File: src/rtl/regfile_pkg.sv
// Shared defaults and helpers for the regfile_sb register file and its busy scoreboard.
package regfile_pkg;

  localparam int XLEN_DEF  = 32;
  localparam int NREGS_DEF = 32;
  localparam int ZERO_ADDR = 0;

  function automatic int addr_width(input int nregs);
    return (nregs <= 2) ? 1 : $clog2(nregs);
  endfunction

endpackage

File: src/rtl/regfile_sb_scoreboard.sv
// Busy vector for RAW hazard tracking: write clears, issue sets (issue wins), flush clears all.
// Also keeps busy_cnt as the popcount of the next-state busy vector.
module regfile_scoreboard
  import regfile_pkg::*;
#(
  parameter int NREGS    = NREGS_DEF,
  parameter int ZERO_REG = 1,
  parameter int AW       = addr_width(NREGS_DEF)
) (
  input  logic             clk,
  input  logic             rst,
  input  logic             wr_en,
  input  logic [AW-1:0]    wr_addr,
  input  logic             iss_en,
  input  logic [AW-1:0]    iss_addr,
  input  logic             flush,
  output logic [NREGS-1:0] busy,
  output logic [AW:0]      busy_cnt
);

  logic [NREGS-1:0] busy_nxt;
  logic [AW:0]      cnt_nxt;
  logic             wr_ok;
  logic             iss_ok;

  assign wr_ok  = wr_en  && !(ZERO_REG != 0 && wr_addr  == AW'(ZERO_ADDR));
  assign iss_ok = iss_en && !(ZERO_REG != 0 && iss_addr == AW'(ZERO_ADDR));

  // Priority low to high: write clear, issue set, flush clear.
  always_comb begin
    busy_nxt = busy;
    if (wr_ok)  busy_nxt[wr_addr]  = 1'b0;
    if (iss_ok) busy_nxt[iss_addr] = 1'b1;
    if (flush)  busy_nxt = '0;
  end

  always_comb begin
    cnt_nxt = '0;
    for (int i = 0; i < NREGS; i++) begin
      cnt_nxt = cnt_nxt + {{AW{1'b0}}, busy_nxt[i]};
    end
  end

  always_ff @(posedge clk or negedge rst) begin
    if (!rst) begin
      busy     <= '0;
      busy_cnt <= '0;
    end else begin
      busy     <= busy_nxt;
      busy_cnt <= cnt_nxt;
    end
  end

endmodule

File: src/rtl/regfile_sb.sv
// Multi-read-port register file with integrated busy scoreboard.
// Define REGFILE_SB_BYPASS_EN to forward the writeback value to same-cycle reads.
module regfile_sb
  import regfile_pkg::*;
#(
  parameter int XLEN     = XLEN_DEF,
  parameter int NREGS    = NREGS_DEF,
  parameter int NRD      = 2,
  parameter int ZERO_REG = 1,
  localparam int AW      = addr_width(NREGS)
) (
  input  logic              clk,
  input  logic              rst,
  input  logic [NRD*AW-1:0] rd_addr,
  output logic [NRD*XLEN-1:0] rd_data,
  output logic [NRD-1:0]    rd_busy,
  input  logic              wr_en,
  input  logic [AW-1:0]     wr_addr,
  input  logic [XLEN-1:0]   wr_data,
  input  logic              iss_en,
  input  logic [AW-1:0]     iss_addr,
  input  logic              flush,
  output logic [AW:0]       busy_cnt
);

  logic [XLEN-1:0]  regs [NREGS];
  logic [NREGS-1:0] busy;
  logic             wr_ok;

  assign wr_ok = wr_en && !(ZERO_REG != 0 && wr_addr == AW'(ZERO_ADDR));

  always_ff @(posedge clk or negedge rst) begin
    if (!rst) begin
      for (int i = 0; i < NREGS; i++) regs[i] <= '0;
    end else if (wr_ok) begin
      regs[wr_addr] <= wr_data;
    end
  end

  regfile_scoreboard #(
    .NREGS   (NREGS),
    .ZERO_REG(ZERO_REG),
    .AW      (AW)
  ) u_scoreboard (
    .clk     (clk),
    .rst     (rst),
    .wr_en   (wr_en),
    .wr_addr (wr_addr),
    .iss_en  (iss_en),
    .iss_addr(iss_addr),
    .flush   (flush),
    .busy    (busy),
    .busy_cnt(busy_cnt)
  );

  for (genvar k = 0; k < NRD; k++) begin : g_rd
    logic [AW-1:0]   addr;
    logic [XLEN-1:0] data;
    logic            bsy;

    assign addr = rd_addr[k*AW +: AW];

    always_comb begin
      data = regs[addr];
      bsy  = busy[addr];
`ifdef REGFILE_SB_BYPASS_EN
      // Forwarded value is fresh, so not busy unless re-issued this same cycle.
      if (wr_ok && addr == wr_addr) begin
        data = wr_data;
        bsy  = iss_en && (iss_addr == addr);
      end
`endif
      if (ZERO_REG != 0 && addr == AW'(ZERO_ADDR)) begin
        data = '0;
        bsy  = 1'b0;
      end
    end

    assign rd_data[k*XLEN +: XLEN] = data;
    assign rd_busy[k]              = bsy;
  end

endmodule
File: config.mk
export PLATFORM = sky130hd
export DESIGN_NAME = regfile_sb
export DESIGN_NICKNAME = d
export VERILOG_FILES = /design/src/rtl/regfile_pkg.sv /design/src/rtl/regfile_sb_scoreboard.sv /design/src/rtl/regfile_sb.sv
export SDC_FILE = /design/constraint.sdc
export NUM_CORES = 2
export LEC_CHECK = 0
export ABC_AREA = 1
export BUFFER_PORTS_ARGS = -buffer_cell sky130_fd_sc_hd__buf_4
export CORE_ASPECT_RATIO = 2
export CORE_MARGIN = 3
export CORE_UTILIZATION = 55
export DETAILED_ROUTE_END_ITERATION = 6
export HOLD_SLACK_MARGIN = 0.06
export PLACE_DENSITY = 0.71
export SLEW_MARGIN = 20
export SYNTH_ARGS = -nofsm -noshare
export SYNTH_HDL_FRONTEND = slang
export SYNTH_SLANG_ARGS = --single-unit
export TNS_END_PERCENT = 100
File: constraint.sdc
create_clock -name clk -period 7.5 [get_ports clk]
set_clock_uncertainty 0.15 [all_clocks]
set_input_delay 1.875 -clock clk [delete_from_list [all_inputs] [get_ports clk]]
set_output_delay 1.875 -clock clk [all_outputs]
set_load 0.02 [all_outputs]
# Yosys cells after proc, flatten, opt, wreduce, memory -nomap -nowiden
# Cells that the tools add are included.
op_classes:
  n_addsub: 31
  n_lt_le_gt_ge: 10
  n_mux: 24
  bitwise_logic: 6
  reduce_logical: 11
ops:
  columns: ["op", "n"]
  rows:
  - ["$bwmux 1024", 1]
  - ["$bmux 32 s5", 2]
  - ["$mux 32", 10]
  - ["$add 6x1->6", 30]
  - ["$demux 32 s5", 1]
  - ["$and 32x32->32", 1]
  - ["$not 32->32", 1]
  - ["$or 32x32->32", 1]
  - ["$lt 5x6->1 const B", 4]
  - ["$logic_not 5->1", 4]
  - ["$ge 6x6->1 const B", 3]
  - ["$not 5->6", 3]
  - ["$bmux 1 s5", 2]
  - ["$demux 1 s5", 2]
  - ["$ge 5x1->1 const B", 2]
  - ["$lt 6x1->1 const B", 1]
  - ["$mux 1", 6]
  - ["$logic_and 1x1->1", 5]
  - ["$add 1x1->2", 1]
  - ["$logic_not 1->1", 2]
word_totals:
  register_bits: 1062
  in_bits: 57
  output_inout_bits: 72

# Longest topological paths before layout
depth:
  word_depth: 41
  ltp_mapped: 27
  mapped_depth_nobuf: 25

# Cells and area by module
# A second synthesis with hierarchy kept.
unflattened:
  cells_unflattened: 8792
  area_unflattened_um2: 59698.5
by_module_without_submodules:
  columns: ["mod", "n_inst", "cells_each", "area_each_um2", "seq_area_each_um2"]
  rows:
  - ["regfile_sb", 1, 8443, 56908.3, 25624.6]
  - ["regfile_scoreboard", 1, 349, 2790.2, 950.9]

# Worst setup path after synthesis
# No wires, ideal clock.
synth_timing:
  path_type: "input to register"
  startpoint: "input wr_en"
  endpoint: "register u_scoreboard.busy_cnt[4]"
  arrival_ns: 6.951
  required_time_ns: 7.271
  setup_slack_ns: 0.319
  path_stages: 20
  path_buffers: 3
  path_cell_list: "buf_2 > nand2_1 > buf_6 > inv_1 > nand2_1 > buf_2 > nand2_1 > a21oi_1 > ha_1 > inv_1 > fa_1 > fa_1 > fa_1 > fa_1 > fa_1 > fa_1 > fa_1 > fa_1 > o21ai_0 > xor2_1"
synth_between:
  elab_chain_len: 36
synth_lines:
  columns: ["element", "line", "text"]
  rows:
  - ["start: declaration", "regfile_sb.sv:17", "input logic wr_en,"]
  - ["$logic_and 1x1->1 (*)", "regfile_sb_scoreboard.sv:26", "assign wr_ok = wr_en && !(ZERO_REG != 0 && wr_addr == AW'(ZERO_ADDR));"]
  - ["$mux 32 (*)", "regfile_sb_scoreboard.sv:32", "if (wr_ok) busy_nxt[wr_addr] = 1'b0;"]
  - ["$or 32x32->32 (no line)", null, null]
  - ["$mux 32 (*)", "regfile_sb_scoreboard.sv:33", "if (iss_ok) busy_nxt[iss_addr] = 1'b1;"]
  - ["$mux 32 (*)", "regfile_sb_scoreboard.sv:34", "if (flush) busy_nxt = '0;"]
  - ["named net u_scoreboard.busy_nxt[1]", "regfile_sb_scoreboard.sv:21", "logic [NREGS-1:0] busy_nxt;"]
  - ["$add 1x1->2 (*)", "regfile_sb_scoreboard.sv:40", "cnt_nxt = cnt_nxt + {{AW{1'b0}}, busy_nxt[i]};"]
  - ["$add 6x1->6 (*) (30 in a row)", "regfile_sb_scoreboard.sv:40", null]
  - ["named net u_scoreboard.cnt_nxt[4]", "regfile_sb_scoreboard.sv:22", "logic [AW:0] cnt_nxt;"]
  - ["end signal: assignment", "regfile_sb_scoreboard.sv:50", "busy_cnt <= cnt_nxt;"]
  - ["end: declaration", "regfile_sb_scoreboard.sv:18", "output logic [AW:0] busy_cnt"]
# The timed path passes the listed nets; every way through them passes the cells marked *.
# A chain may end at the register's enable or synchronous reset.

# Worst setup path after layout
layout_timing:
  startpoint: "input iss_addr[2]"
  endpoint: "register u_scoreboard.busy_cnt[4]"
layout_between:
  elab_cells_between_ends: 42
layout_lines:
  columns: ["element", "line", "text"]
  rows:
  - ["start: declaration", "regfile_sb.sv:21", "input logic [AW-1:0] iss_addr,"]
  - ["$lt 5x6->1 (not written as such) / $ge 5x1->1 (equally long branches)", "regfile_sb_scoreboard.sv:33", null]
  - ["$logic_and 1x1->1 (not written as such)", "regfile_sb_scoreboard.sv:33", null]
  - ["$mux 1 (not written as such)", "regfile_sb_scoreboard.sv:33", null]
  - ["$demux 1 s5", null, null]
  - ["$or 32x32->32 (no line)", null, null]
  - ["$mux 32 (*)", "regfile_sb_scoreboard.sv:33", null]
  - ["$mux 32 (*)", "regfile_sb_scoreboard.sv:34", null]
  - ["named net u_scoreboard.busy_nxt[24]", "regfile_sb_scoreboard.sv:21", null]
  - ["$add 6x1->6 (*) (8 in a row)", "regfile_sb_scoreboard.sv:40", null]
  - ["named net u_scoreboard.cnt_nxt[4]", "regfile_sb_scoreboard.sv:22", null]
# Marked as above.

==> impl_results.md <==
* Worst Path Required at 7990 ps
* FF-to-FF setup slack at 1940 ps
* Largest net degree at the start of global routing at 159
* Cts hold-fix bufs at 0
* First-pass GRT wire length at 346000 microns
* Placed insts at 9636
* Compound-Gate Fraction of Synth Area at 10.9%
* Detail Placement HPWL at 127000 microns
* Fillers at 10200
* Buffers & Inverters on Critical Path at 5
* Final setup margin at 663 ps
* Cells after Synth at 8744
* Leakage at 30.4 nW
* Clock latency at the later pin of the worst-skew pair at 720 ps
* Global Route Usage Sum at 40.3%
* Cell area after synthesis at 60200 sq um
* Nets at 8441
* CP Capture Type: register
* Largest family of logic cells by synthesized area: simple AND/OR/NAND/NOR gates
* Row count at 171
* Syn avg cell area at 6.88 sq um
* Setup repair bufs after CTS at 0
* WHS Path Cells at 0
* Root Buffer: clkbuf_16
* Die height at 474 microns
* Min Tclk post-route at 6840 ps
* CP Class: input port to register
* Total detailed-routing wirelength at 231000 microns
* Placeable Area at 108000 sq um
* Maximum clock frequency at 146 MHz
* Die Span X at 240 microns
* Synth Area in Adders at 0.965%
* Status: complete, but fails checks
* Most common cell after layout, fill and taps aside: nand2_1
* Initial antenna violation count at 3
* Num CTS Buffers at 98
* DR vias at 60500
* Worst-path clk slew at 60 ps
* Die Area at 114000 sq um
* Library cells used by synthesis at 31
* Period utilization at 91.2%
* Drt pass-1 iters at 7
* Placer Congestion at 0.936
* WHS Endpoint: regs[1006]
* Max H-tree Level at 3
* Crit-path max cell delay at 670 ps
* Most frequent CP cell: fa_1
* Dpl cell area at 61200 sq um
* # resized after CTS at 0
* Reg2Reg Capture Point: u_scoreboard.busy_cnt[4]
* Fin cells at 9815
* Dpl ws at -25.1 ps
* Post-Synth Simple-Gate Area at 36.7%
* Finished layout cell area at 64500 sq um
* Pwr dens at 255 nW/um^2
* Antenna-violating nets left at 0
* R2R cell count at 14
* Avg Vias per Cell at 6.17
* Mux contribution to synthesized area at 0%
* Largest delay contributor family on the critical path: adder cells
* Commonest cells after routing, fill and taps aside: nand2_1 (3267), nand3_1 (1414), dfrtp_1 (1062)
* Worst rel slew slack at 18.7%
* Hold/Removal Path Class: register to register
* Sequential fraction of the synthesis area at 44.2%
* Syn-to-layout area delta at 7.20%
* Seq cells post-synth at 1062
* Critical path's slowest cell: fa_1
* Worst hold margin at 255 ps
* DRT iter0 DRCs at 7794
* Residual DRC count at 15
* Max-slew violations at 0
* Crit. Startpoint: iss_addr[2]
* I/O Buffers at 128
* FF-to-FF Start: u_scoreboard.busy[1]
* Final hold vios at 0
* Cells along the critical path: buf_4 > inv_1 > nand3_1 > o21ai_0 > inv_1 > nand2_1 > inv_1 > nand2_1 > a21oi_1 > inv_1 > fa_1 > fa_1 > fa_1 > fa_1 > fa_1 > fa_1 > fa_1 > fa_1 > o21ai_0 > xor2_1
* Final setup violation count at 0
* CTS Buffer Depth at 3
* Worst vdd ir at 0.211 mV
* Critical path arrival at 7330 ps
* Worst-margin pin slew at 1220 ps
* Synthesized Nets at 8833
* # IOs at 129
* Synth Warn # at 0
* Initial core utilization at 55.5%
* CP startpoint kind: input port
* Avg WL per Cell at 23.5 microns
* RSZ-0062 raised after global routing: false
* Hold Path Origin: regs[1006]
* Vias in the first global route at 57500
* CTS tree: done
* Share of layout cells above drive strength 1 at 6.18%
* CTS Sinks at 1062
* Failing checks: design-rule violations
* Worst Path Max Fanout at 5
* Grt ovf at 0
* Max Cap Viol at 0
* Post-synthesis xor/xnor area fraction at 0.0437%
## cells in the mapped netlist
cell type	instances	area share (%)
o21ai_0	681	5.7
buf_2	318	2.6
nor2_4	10	0.19
inv_1	160	1.0
buf_4	80	1.0
buf_1	61	0.38
or2_1	2	0.021
clkbuf_2	2	0.017
ha_1	8	0.17
nor2_1	642	4.0
nor3_1	11	0.091
nand2_1	3268	20
xor2_1	2	0.029
clkbuf_1	337	2.1
a21oi_1	513	4.3
clkinv_1	4	0.025
inv_4	1	0.010
nand3_2	4	0.067
buf_6	1	0.019
nor2_2	3	0.031
fa_1	24	0.80
nand4_1	2	0.021
nand2_2	1	0.010
inv_2	8	0.050
o21ai_1	118	0.98
nand3_1	1417	12
nand3_4	1	0.029
xnor2_1	1	0.015
a22o_1	1	0.015
dfrtp_1	1062	44
nor3_2	1	0.017
## worst max-delay path by stage
stage,cells past startpoint,end,slack [ps]
2_1_floorplan,20,u_scoreboard.busy_cnt[4],320
3_3_place_gp,19,u_scoreboard.busy_cnt[4],90
3_5_place_dp,20,u_scoreboard.busy_cnt[4],-30
4_1_cts,20,u_scoreboard.busy_cnt[4],710
5_1_grt,20,u_scoreboard.busy_cnt[4],370
6_report,20,u_scoreboard.busy_cnt[4],660
## flip-flops by register name, summed over array words and instances (netlist names)
register	cells
u_scoreboard.busy_cnt	6
u_scoreboard.busy	32
regs	1024
## layer usage
| layer | share of wire, % | global-route usage, % | up-vias |
|---|---|---|---|
| met4 | 9.3 | 31.2 | 0 |
| met3 | 9.6 | 7.27 | 992 |
| met2 | 45 | 64.1 | 3489 |
| met1 | 36 | 48.3 | 28600 |
| met5 | 0 | 0 | - |
| li1 | - | - | 27500 |
## report_power, final
group          leakage, nW  switching (W)  internal [W]
Sequential            13.5       0.000864       0.00684
Combinational         15.3        0.00216       0.00129
Clock                 1.63        0.00233       0.00298
## cell type report
cell class                 instances  area [sq um]  area share (%)
sequential                      1062         26600            41.2
timing repair buffer             307          2880            4.46
tap                             1384          1730            2.68
clock inverter                    39           452           0.700
inverter                         173           707            1.10
clock buffer                     136          2870            4.45
antenna                            4          10.0          0.0155
multi-input combinational       6710         29300            45.4
## per-stage QoR
stage / setup TNS [ps] / utilization [%] / power, W
6_report: 0 / 59.5 / 0.0165
5_1_grt: 0 / 59.5 / 0.0173
2_1_floorplan: 0 / - / 0.0101
3_5_place_dp: -25.1 / 56.4 / 0.0112
3_3_place_gp: 0 / 56.4 / 0.0110
4_1_cts: 0 / 59.5 / 0.0164
## cell families after synthesis
family	after synthesis
flip-flops	1062
XOR/XNOR	3
AO/OA/AOI/OAI	1313
buffers and inverters	972
adder cells (fa/ha/maj)	32
AND/OR/NAND/NOR	5362
Note: power is estimated with default switching activity, not from simulation.
